==> src/rtl/display_controller.sv <==
// VGA-style raster timing generator: pixel-rate divider, h/v scan counters,
// active-low syncs, visible-window flag and a completed-frame time base.
module display_controller #(
    parameter int H_TOTAL = 800,
    parameter int H_SYNC  = 96,
    parameter int H_START = 144,
    parameter int H_END   = 783,
    parameter int V_TOTAL = 525,
    parameter int V_SYNC  = 2,
    parameter int V_START = 35,
    parameter int V_END   = 514,
    parameter int CLK_DIV = 4
) (
    input  logic       clk,
    input  logic       rst_n,
    output logic [9:0] hCount,
    output logic [9:0] vCount,
    output logic       hSync,
    output logic       vSync,
    output logic       bright,
    output logic       pixel_tick,
    output logic       frame_tick,
    output logic [7:0] frame_cnt
);

    // A divide-by-one build still needs a one-bit divider register.
    localparam int              DIV_W    = (CLK_DIV > 1) ? $clog2(CLK_DIV) : 1;
    localparam logic [DIV_W-1:0] DIV_LAST = DIV_W'(CLK_DIV - 1);
    localparam logic [9:0]      H_LAST   = 10'(H_TOTAL - 1);
    localparam logic [9:0]      V_LAST   = 10'(V_TOTAL - 1);
    localparam logic [9:0]      H_SYNC_W = 10'(H_SYNC);
    localparam logic [9:0]      V_SYNC_W = 10'(V_SYNC);
    localparam logic [9:0]      H_FIRST  = 10'(H_START);
    localparam logic [9:0]      H_FINAL  = 10'(H_END);
    localparam logic [9:0]      V_FIRST  = 10'(V_START);
    localparam logic [9:0]      V_FINAL  = 10'(V_END);

    logic [DIV_W-1:0] r_div_cnt;
    logic [9:0]       r_h_cnt;
    logic [9:0]       r_v_cnt;
    logic             r_frame_tick;
    logic [7:0]       r_frame_cnt;

    logic w_pixel_tick;
    logic w_h_wrap;
    logic w_frame_wrap;

    assign w_pixel_tick = (r_div_cnt == DIV_LAST);
    assign w_h_wrap     = w_pixel_tick && (r_h_cnt == H_LAST);
    assign w_frame_wrap = w_h_wrap && (r_v_cnt == V_LAST);

    always_ff @(posedge clk or negedge rst_n) begin
        if (!rst_n) begin
            r_div_cnt    <= '0;
            r_h_cnt      <= '0;
            r_v_cnt      <= '0;
            r_frame_tick <= 1'b0;
            r_frame_cnt  <= '0;
        end else begin
            if (w_pixel_tick) begin
                r_div_cnt <= '0;
            end else begin
                r_div_cnt <= r_div_cnt + 1'b1;
            end

            if (w_h_wrap) begin
                r_h_cnt <= '0;
            end else if (w_pixel_tick) begin
                r_h_cnt <= r_h_cnt + 10'd1;
            end

            if (w_frame_wrap) begin
                r_v_cnt <= '0;
            end else if (w_h_wrap) begin
                r_v_cnt <= r_v_cnt + 10'd1;
            end

            // Pulse lands in the first cycle of the new frame, alongside (0,0).
            r_frame_tick <= w_frame_wrap;
            if (w_frame_wrap) begin
                r_frame_cnt <= r_frame_cnt + 8'd1;
            end
        end
    end

    assign hCount     = r_h_cnt;
    assign vCount     = r_v_cnt;
    assign hSync      = (r_h_cnt >= H_SYNC_W);
    assign vSync      = (r_v_cnt >= V_SYNC_W);
    assign bright     = (r_h_cnt >= H_FIRST) && (r_h_cnt <= H_FINAL) &&
                        (r_v_cnt >= V_FIRST) && (r_v_cnt <= V_FINAL);
    assign pixel_tick = w_pixel_tick;
    assign frame_tick = r_frame_tick;
    assign frame_cnt  = r_frame_cnt;

endmodule

==> config.mk <==
export PLATFORM = sky130hd
export DESIGN_NAME = display_controller
export DESIGN_NICKNAME = d
export VERILOG_FILES = /design/src/rtl/display_controller.sv
export SDC_FILE = /design/constraint.sdc
export NUM_CORES = 1
export LEC_CHECK = 0
export BUFFER_PORTS_ARGS = -buffer_cell sky130_fd_sc_hd__buf_2
export CAP_MARGIN = 20
export CORE_ASPECT_RATIO = 0.7
export CORE_MARGIN = 2
export CORE_UTILIZATION = 25
export CTS_CLUSTER_SIZE = 12
export DETAILED_ROUTE_END_ITERATION = 10
export PLACE_DENSITY_LB_ADDON = 0.3
export SYNTH_ARGS = -nofsm -noshare
export SYNTH_HDL_FRONTEND = slang
export SYNTH_SLANG_ARGS = --single-unit
==> constraint.sdc <==
create_clock -name clk -period 2.1 [get_ports clk]
set_clock_uncertainty 0.15 [all_clocks]
set_input_delay 0 -clock clk [delete_from_list [all_inputs] [get_ports clk]]
set_output_delay 0 -clock clk [all_outputs]
set_load 0.05 [all_outputs]
==> results.yml <==
sta:
  slew_headroom_pct: 53.94
  rsz0062_at_grt: "true"
  timing.fmax_mhz: 480.4
  tightest_slew_ps: 690.9
  timing.final.ws_setup_ps: 18.47
  period_share_pct: 99.12
  tns_ps: 0
  period_needed_ps: 2082
  setup_violations: 0
  final-hold-violation-count: 0
  final_max_slew_viol_count: 0
global_routing:
  grt.total_usage_pct: 11.23
  antenna_found_initial: 0
  grt_start_max_net_pins: 32
  overflow: 0
  grt_pass1_wl_um: 6299
  grt_pass1_vias: 1268
critical_path:
  critPathLaunchType: "flop"
  critPathKind: "flop to flop"
  critPathMaxFanout: 10
  arrival_ps: 2100
  required_ps: 2120
  r2r_slack_ps: 20
  end_kind: "flop"
cts:
  clockBufferDepth: 2
  numCtsBuffers: 5
  cts_tree: "done"
  clkSinkCount: 31
  cts_root_buf: "clkbuf_8"
  insertion_delay_ps: 280
  cts.clk_slew.worst_paths_ps: 70
  cts_max_level: 2
layout:
  diodes: 0
  final_cell_mix: "buf_2, buf_4, dfrtp_1"
  area_growth_pct: 39.86
  fillers: 640
  nNetsFinal: 216
  final_common_cell: "buf_2"
  drive_above_1_share_pct: 43.75
  final_core_util_pct: 35.98
pwr:
  power.switching_fraction_pct: 19.18
  power_per_cell_area_nw_per_um2: 546.1
  p_int_mw: 0.9825
  combinationalPowerShare_pct: 1.1
  clock_power_share_pct: 49.8
  p_total_mw: 1.216
  p_seq_share_pct: 49.1
  p_sw_mw: 0.2332
  p_leak_nw: 1.157
  irDropWorstVdd_mv: 0.3062
place:
  post-place-ws_ps: 32.41
  place.gp.congestion: 0.7439
  port_buffers: 34
  dp_hpwl_um: 2710
synthesis:
  synth_edf_count: 0
  ys_warn_count: 0
  synth.distinct_cells: 37
  synth_top_area_share_pct: 48.74
  synth_area_leaders: "dfrtp_1, ha_1, xor2_1"
  ys_seq_area_share_pct: 48.74
  avgSynthCellArea_um2: 10.68
  syn_nets: 158
  synth_top_cell_by_area: "dfrtp_1"
  async_flop_share_pct: 100.0
  syn_inst: 149
  ys_ff_latch: 31
  ys.flop_type: "dfrtp_1"
  synth_area_um2: 1592
floorplan:
  chipWidth_um: 99.37
  core_um2: 6186
  fp.dieH_um: 70.76
  die_area_um2: 7031
  rows: 24
  initial_core_util_pct: 25.73
  ios: 35
route:
  drt_iter0_markers: 30
  drt_first_pass_iters: 4
  wl_um: 3748
  viasPerCell: 4.542
  drtAntennaViolNets: 0
  drc: 0
  routedWlPerCell_um: 13.10
  vias: 1299
hold_path:
  hold_class: "input pin to asynchronous set/reset pin"
run:
  drv_cap: 0
status:
  status: "finished clean"
-- synthesized netlist by cell type, types with 2 or more instances --
library cell   n
nand3_1       11
nor3_1         6
a21oi_1        2
ha_1           7
mux2i_1        2
nor4_2         3
nand4_1        8
nand2_1        7
and3_1         2
inv_1          7
clkbuf_1       4
or4_1          3
xor2_1        10
nor2_1         7
and2_1         2
o21ai_0        7
xnor2_1        7
a31oi_1        2
a211oi_1       2
o31ai_1        3
dfrtp_1       31
-- cells by family (layout without fill, tap and decap cells) --
kind of cell             after synthesis  after routing  share of synthesized area, %
AND/OR/NAND/NOR                       59             59                         23.19
flip-flops                            31             31                         48.74
AO/OA/AOI/OAI                         19             19                         7.625
XOR/XNOR                              17             17                         9.355
buffers and inverters                 13             72                         3.616
adder cells (fa/ha/maj)                7              7                         5.503
multiplexers                           3              3                         1.965
-- area by class of cell --
type                    count  area [um2]  area share [%]
clock buffers               6       82.58           3.710
multi-input cells         105       839.6           37.72
flip-flops and latches     31       789.5           35.47
clock inverters             2       35.03           1.574
repair buffers             57       355.3           15.96
inverters                   7       26.28           1.180
well taps                  78       97.59           4.384
-- stage by stage --
stage / instances / hold slack [ps] / cell area [um2]
after CTS: 285 / 191.3 / 2183
after detailed placement: 276 / -63.38 / 2043
after global placement: 276 / -49.66 / 2043
after floorplan: 149 / -445.6 / 1653
final: 286 / 160.2 / 2226
after global routing: 286 / 238.8 / 2226
-- routing by layer --
metal / vias up / GRT usage, % / part of all wire [%]
met5: - / 0 / 0
met4: 0 / 2.740 / 0.48
met3: 2 / 3.854 / 5.1
met2: 22 / 15.62 / 43
met1: 617 / 16.69 / 52
li1: 658 / - / -
-- sequential cells by signal, summed over array words and instances, names as in the netlist --
| name | flops |
|---|---|
| hCount | 10 |
| vCount | 10 |
| frame_cnt | 8 |
| r_div_cnt | 2 |
| frame_tick | 1 |
-- power groups by stage --
stage | Clock [mW] | Combinational, mW | Sequential (mW)
2_1_floorplan | 0 | 0.000000385 | 0.608
3_3_place_gp | 0 | 0.0135 | 0.608
3_5_place_dp | 0 | 0.0130 | 0.608
4_1_cts | 0.627 | 0.0145 | 0.597
5_1_grt | 0.650 | 0.0162 | 0.596
6_report | 0.605 | 0.0133 | 0.597
-- path summary, 6_finish.rpt --
kind                         startpoint      endpoint  cells past startpoint
max                           vCount[8]  frame_cnt[1]                      4
max reg2reg                   vCount[8]  frame_cnt[1]                      4
max in group asynchronous         rst_n     hCount[3]                      2
min reg2reg                frame_cnt[7]  frame_cnt[7]                      1
min                               rst_n     hCount[1]                      2
min in group clk           frame_cnt[7]  frame_cnt[7]                      1
-- worst max-delay path, stage by stage (launching register included) --
cell and delay [ps]:
dfrtp_2 400, or3_4 410, or4_4 510, nor2_2 160
mux2_2 340
-- timing repair --
item | in CTS | in global routing
hold endpoints to repair | 31 | 0
gates resized for setup | 4 | 6
setup buffers | 0 | 1
hold buffers | 1 | 0
endpoints found under the setup margin | 1 | 7
(Power assumes the default switching activity.)
